--- src/rtl/prewish_pkg.sv ---
// Shared constants for the prewish mask blinker: mask width, FSM encoding, MSB index.
package prewish_pkg;
  localparam int MASK_W = 8;

  localparam logic [0:0] ST_IDLE = 1'b0;
  localparam logic [0:0] ST_RUN  = 1'b1;

  localparam logic [2:0] MSB_IDX = 3'd7;

  typedef logic [MASK_W-1:0] mask_t;
endpackage

--- src/rtl/prewish_prescaler.sv ---
// Free-running bit-period prescaler: counts while enabled, ticks for one cycle at all-ones.
module prewish_prescaler #(
  parameter int PRESCALE_WIDTH = 21
) (
  input  logic i_clk,
  input  logic i_rst,
  input  logic i_clear,
  input  logic i_enable,
  output logic o_tick
);
  logic [PRESCALE_WIDTH-1:0] r_cnt;

  always_ff @(posedge i_clk or posedge i_rst) begin
    if (i_rst) begin
      r_cnt <= '0;
    end else if (i_clear) begin
      r_cnt <= '0;
    end else if (i_enable) begin
      r_cnt <= r_cnt + PRESCALE_WIDTH'(1);
    end
  end

  // A clear in the same cycle suppresses the tick, so a restart always gets a full period.
  assign o_tick = i_enable & ~i_clear & (&r_cnt);
endmodule

--- src/rtl/prewish_mask_blinker.sv ---
// Plays an 8-bit mask on one LED, MSB first, one bit per 2^PRESCALE_WIDTH clocks, repeating.
// Build option PREWISH_BLINKER_PENDING_EN: nonzero loads while running wait for the next wrap.
module prewish_mask_blinker
  import prewish_pkg::*;
#(
  parameter int PRESCALE_WIDTH = 21
) (
  input  logic              CLK_I,
  input  logic              RST_I,
  input  logic              STB_I,
  input  logic [MASK_W-1:0] DAT_I,
  output logic              o_led,
  output logic              o_busy,
  output logic              o_wrap
);
  // Link semantics: STB_I has no back-pressure; a load is its rising edge (STB_I high,
  // previous sample low), DAT_I is taken in that cycle, and a held strobe loads only once.
  logic [0:0] r_state;
  mask_t      r_mask;
  logic [2:0] r_idx;
  logic       r_stb_d;
  logic       r_wrap;

  logic w_load;
  logic w_zero;
  logic w_tick;
  logic w_presc_clr;
  logic w_pass_end;

  assign w_load     = STB_I & ~r_stb_d;
  assign w_zero     = (DAT_I == '0);
  assign w_pass_end = w_tick & (r_idx == '0);

`ifdef PREWISH_BLINKER_PENDING_EN
  mask_t r_pend;
  logic  r_pend_flag;
  assign w_presc_clr = (r_state == ST_IDLE) | (w_load & w_zero);
`else
  assign w_presc_clr = (r_state == ST_IDLE) | w_load;
`endif

  prewish_prescaler #(
    .PRESCALE_WIDTH(PRESCALE_WIDTH)
  ) u_presc (
    .i_clk   (CLK_I),
    .i_rst   (RST_I),
    .i_clear (w_presc_clr),
    .i_enable(r_state == ST_RUN),
    .o_tick  (w_tick)
  );

  always_ff @(posedge CLK_I or posedge RST_I) begin
    if (RST_I) begin
      r_state     <= ST_IDLE;
      r_mask      <= '0;
      r_idx       <= MSB_IDX;
      r_stb_d     <= 1'b0;
      r_wrap      <= 1'b0;
`ifdef PREWISH_BLINKER_PENDING_EN
      r_pend      <= '0;
      r_pend_flag <= 1'b0;
`endif
    end else begin
      r_stb_d <= STB_I;
      r_wrap  <= 1'b0;
      if (w_load && w_zero) begin
        r_state <= ST_IDLE;
        r_idx   <= MSB_IDX;
`ifdef PREWISH_BLINKER_PENDING_EN
        r_pend_flag <= 1'b0;
`endif
      end else if (w_load && (r_state == ST_IDLE)) begin
        r_state <= ST_RUN;
        r_mask  <= DAT_I;
        r_idx   <= MSB_IDX;
`ifdef PREWISH_BLINKER_PENDING_EN
      end else if (w_load) begin
        // A load landing on the wrap edge takes effect at that wrap.
        if (w_pass_end) begin
          r_mask      <= DAT_I;
          r_idx       <= MSB_IDX;
          r_wrap      <= 1'b1;
          r_pend_flag <= 1'b0;
        end else begin
          r_pend      <= DAT_I;
          r_pend_flag <= 1'b1;
          if (w_tick) r_idx <= r_idx - 3'd1;
        end
      end else if ((r_state == ST_RUN) && w_tick) begin
        r_idx <= r_idx - 3'd1;
        if (w_pass_end) begin
          r_wrap <= 1'b1;
          if (r_pend_flag) begin
            r_mask      <= r_pend;
            r_pend_flag <= 1'b0;
          end
        end
      end
`else
      end else if (w_load) begin
        r_mask <= DAT_I;
        r_idx  <= MSB_IDX;
      end else if ((r_state == ST_RUN) && w_tick) begin
        // idx is 3 bits, so 0 - 1 wraps to 7 and starts the next pass.
        r_idx <= r_idx - 3'd1;
        if (w_pass_end) r_wrap <= 1'b1;
      end
`endif
    end
  end

  assign o_busy = (r_state == ST_RUN);
  assign o_led  = (r_state == ST_RUN) & r_mask[r_idx];
  assign o_wrap = r_wrap;
endmodule

--- config.mk ---
export PLATFORM = sky130hd
export DESIGN_NAME = prewish_mask_blinker
export DESIGN_NICKNAME = d
export VERILOG_FILES = /design/src/rtl/prewish_pkg.sv /design/src/rtl/prewish_prescaler.sv /design/src/rtl/prewish_mask_blinker.sv
export SDC_FILE = /design/constraint.sdc
export NUM_CORES = 1
export LEC_CHECK = 0
export ABC_AREA = 1
export CELL_PAD_IN_SITES_DETAIL_PLACEMENT = 1
export CELL_PAD_IN_SITES_GLOBAL_PLACEMENT = 1
export CORE_MARGIN = 2
export CORE_UTILIZATION = 38
export DETAILED_ROUTE_END_ITERATION = 7
export PLACE_DENSITY_LB_ADDON = 0.08
export SETUP_SLACK_MARGIN = 0.15
export SLEW_MARGIN = 10
export SYNTH_ARGS = -nofsm -noshare
export SYNTH_HDL_FRONTEND = slang
export SYNTH_SLANG_ARGS = --single-unit
--- constraint.sdc ---
create_clock -name CLK_I -period 1.4 [get_ports CLK_I]
set_input_delay 0.28 -clock CLK_I [delete_from_list [all_inputs] [get_ports CLK_I]]
set_output_delay 0.28 -clock CLK_I [all_outputs]
set_load 0.02 [all_outputs]
==> results.sh <==
export IMPL_status="complete, but fails checks"
export IMPL_violations="negative setup slack"
export IMPL_final_setup_tns_ns=-0.3663
export IMPL_critPathArrivalTime_ns=1.48
export IMPL_post_route_util=0.6011
export IMPL_antenna_left=0
export IMPL_dpl_hpwl_um=3487
export IMPL_synth_area_per_cell_um2=7.599
export IMPL_yosys_warnings=0
export IMPL_fill_cells=570
export IMPL_top_layer_used="met4"
export IMPL_cp_required_ns=1.12
export IMPL_period_share=1.255
export IMPL_path_cells="inv_2 -> a21oi_2 -> o21ai_1 -> nand2_1 -> nor2_1 -> nor2_2 -> buf_6"
export IMPL_seq_area_frac_synth=0.4705
export IMPL_grt_use_total=0.2014
export IMPL_p_sw_mw=0.6268
export IMPL_wl_met3_um=92
export IMPL_path_class="reg2out"
export IMPL_fmax_mhz=569.1
export IMPL_power_mw=2.207
export IMPL_avgRoutedWirePerCell_um=15.70
export IMPL_vias_per_cell=4.896
export IMPL_rsz0062_at_grt="true"
export IMPL_setup_violations=2
export IMPL_cts_root_buf="clkbuf_8"
export IMPL_layout_nets=321
export IMPL_ir_worst_vdd_uv=372.4
export IMPL_start_util=0.3958
export IMPL_wirelength_met1_um=2514
export IMPL_drt_wl_total_um=5887
export IMPL_r2r_start="u_presc.r_cnt[0]"
export IMPL_synth_seq_cells=35
export IMPL_postSynthCellCount=246
export IMPL_synthArstFlopShare=1.000
export IMPL_area_growth_pct=51.87
export IMPL_critPathLaunchType="register"
export IMPL_p_comb_frac=0.159
export IMPL_hold_slack_ns=0.2185
export IMPL_die_h_um=74.14
export IMPL_clkSinkCount=35
export IMPL_final_common_cell="nand2_1"
export IMPL_ys_types=24
export IMPL_drive_above_1_share=0.4123
export IMPL_sw_frac_of_total=0.2840
export IMPL_first_global_vias=1810
export IMPL_max_cap_viol_count=0
export IMPL_hp_class="in2reg"
export IMPL_antenna_found_initial=0
export IMPL_leakagePower_nw=1.370
export IMPL_clk_pin_slew_ns=0.08
export IMPL_portBuffers=13
export IMPL_synth_flop_cell="dfrtp_1"
export IMPL_multi_input_area_um2=1122
export IMPL_synth_cell_area_um2=1869
export IMPL_syn_nets=260
export IMPL_max_stage_delay_ns=0.60
export IMPL_die_area_um2=5496
export IMPL_internal_power_mw=1.580
export IMPL_grt_max_degree=36
export IMPL_rows=25
export IMPL_vias=1836
export IMPL_synth_edff_count=0
export IMPL_ioPinCount=14
export IMPL_finalHoldViolCount=0
export IMPL_grt_pass1_wl_um=8335
export IMPL_setup_ws_ns=-0.3572
export IMPL_post_route_drc_count=0
export IMPL_worst_slew_pin_transition_ns=0.2384
export IMPL_diodes=0
export IMPL_postCtsHoldBufs=0
export IMPL_crit_start="r_idx[0]"
export IMPL_max_clock_path_buffers=2
export IMPL_tritoncts="yes"
export IMPL_wl_met2_um=3219
export IMPL_cts_buffers=5
export IMPL_htreeDepth=2
export IMPL_period_minus_slack_ns=1.757
export IMPL_crit_path_top_delay_cell="dfstp_2"
export IMPL_worstHoldStart="DAT_I[3]"
export IMPL_regArea_um2=884.6
export IMPL_slew_violations=0
export IMPL_clock_latency_ns=0.30
export IMPL_drt_initial_drc_count=84
export IMPL_fin_area_um2=2839
export IMPL_placed_area_um2=2285
export IMPL_p_per_area_nw_per_um2=777.4
export IMPL_gr_total_overflow=0
export IMPL_fp_dieW_um=74.14
export IMPL_crit_fanout=7
export IMPL_pwr_share_seq=0.493
export IMPL_dr_pass1_iters=4
export IMPL_final_cell_mix="nand2_1 (42), nor2_1 (32), dfrtp_1 (28), buf_4 (28), inv_1 (26)"
export IMPL_p_clk_frac=0.347
export IMPL_fin_skew_ns=0.004748
export IMPL_relSlewSlack=0.8405
export IMPL_place_gp_congestion=0.7639
export IMPL_end_kind="output pin"
export IMPL_core_area_um2=4723
[metal layers]
| layer | up-vias | track usage |
|---|---|---|
| met5 | - | 0 |
| met1 | 918 | 0.2364 |
| li1 | 899 | - |
| met4 | 0 | 0.06061 |
| met2 | 13 | 0.3690 |
| met3 | 6 | 0.04065 |
[cells in the mapped netlist (3+ instances only)]
cell	n	area [um2]
o21ai_0	16	80.08
dfrtp_1	32	800.8
nand2_1	60	225.2
nand3_1	17	85.08
inv_1	30	112.6
nor2_4	3	33.78
nand2_2	6	37.54
a21oi_1	13	65.06
dfstp_2	3	78.83
ha_1	3	37.54
nor2_1	45	168.9
[layout make-up]
class | instances | area share
timing repair buffer | 56 | 0.1900
multi-input combinational | 179 | 0.3953
clock inverter | 3 | 0.007052
clock buffer | 5 | 0.02424
tap | 67 | 0.02953
sequential | 35 | 0.3116
inverter | 30 | 0.04231
[power groups by stage]
stage                     logic (mW)  registers (mW)  clock network (mW)
after global routing           0.389            1.09               0.825
after detailed placement       0.282            1.10                   0
after global placement         0.279            1.10                   0
after CTS                      0.302            1.08               0.773
final                          0.352            1.09               0.766
after floorplan                0.125            1.10                   0
[worst paths after layout]
path	end	slack [ns]	depth (start not counted)
worst max-delay path	o_led	-0.36	7
max in group asynchronous	r_idx[0]	0.82	3
min in group asynchronous	u_presc.r_cnt[7]	0.33	3
worst max register to register	u_presc.r_cnt[18]	-0.01	9
worst min register to register	r_mask[0]	0.49	2
worst min-delay path	r_mask[3]	0.22	3
[logic make-up (layout without fill, tap and decap cells)]
family                   Yosys count  in the layout  synth area share
XOR/XNOR                           2              2          0.009373
AND/OR/NAND/NOR                  141            142            0.3414
AO/OA/AOI/OAI                     32             32           0.08702
adder cells (fa/ha/maj)            3              3           0.02008
flip-flops                        35             35            0.4706
buffers and inverters             33             94           0.07162
[worst max-delay path, delay by kind of cell (launching register included)]
kind	cells	cell delay [ns]
buffers and inverters	2	0.19
DFF	1	0.60
and+or+nand+nor	3	0.19
AOI/OAI and AO/OA	2	0.20
[state kept, by name, indices dropped and copies added, names as in the netlist]
register       cells
r_stb_d            1
o_wrap             1
r_idx              3
o_busy             1
r_mask             8
u_presc.r_cnt     21
[per-stage QoR]
stage | std cells | setup WS [ns]
floorplan | 246 | 0.03917
global placement | 347 | -0.4542
detailed placement | 347 | -0.4915
CTS | 365 | -0.3698
global route | 375 | -0.4421
finish | 375 | -0.3572
[what timing repair did]
| item | in CTS | in global routing |
|---|---|---|
| endpoints found under the setup margin | 23 | 29 |
| setup buffers | 9 | 10 |
| resized for setup | 47 | 65 |
| cloned | 1 | 0 |
| pin swaps | 17 | 30 |
(Power assumes the default switching activity.)
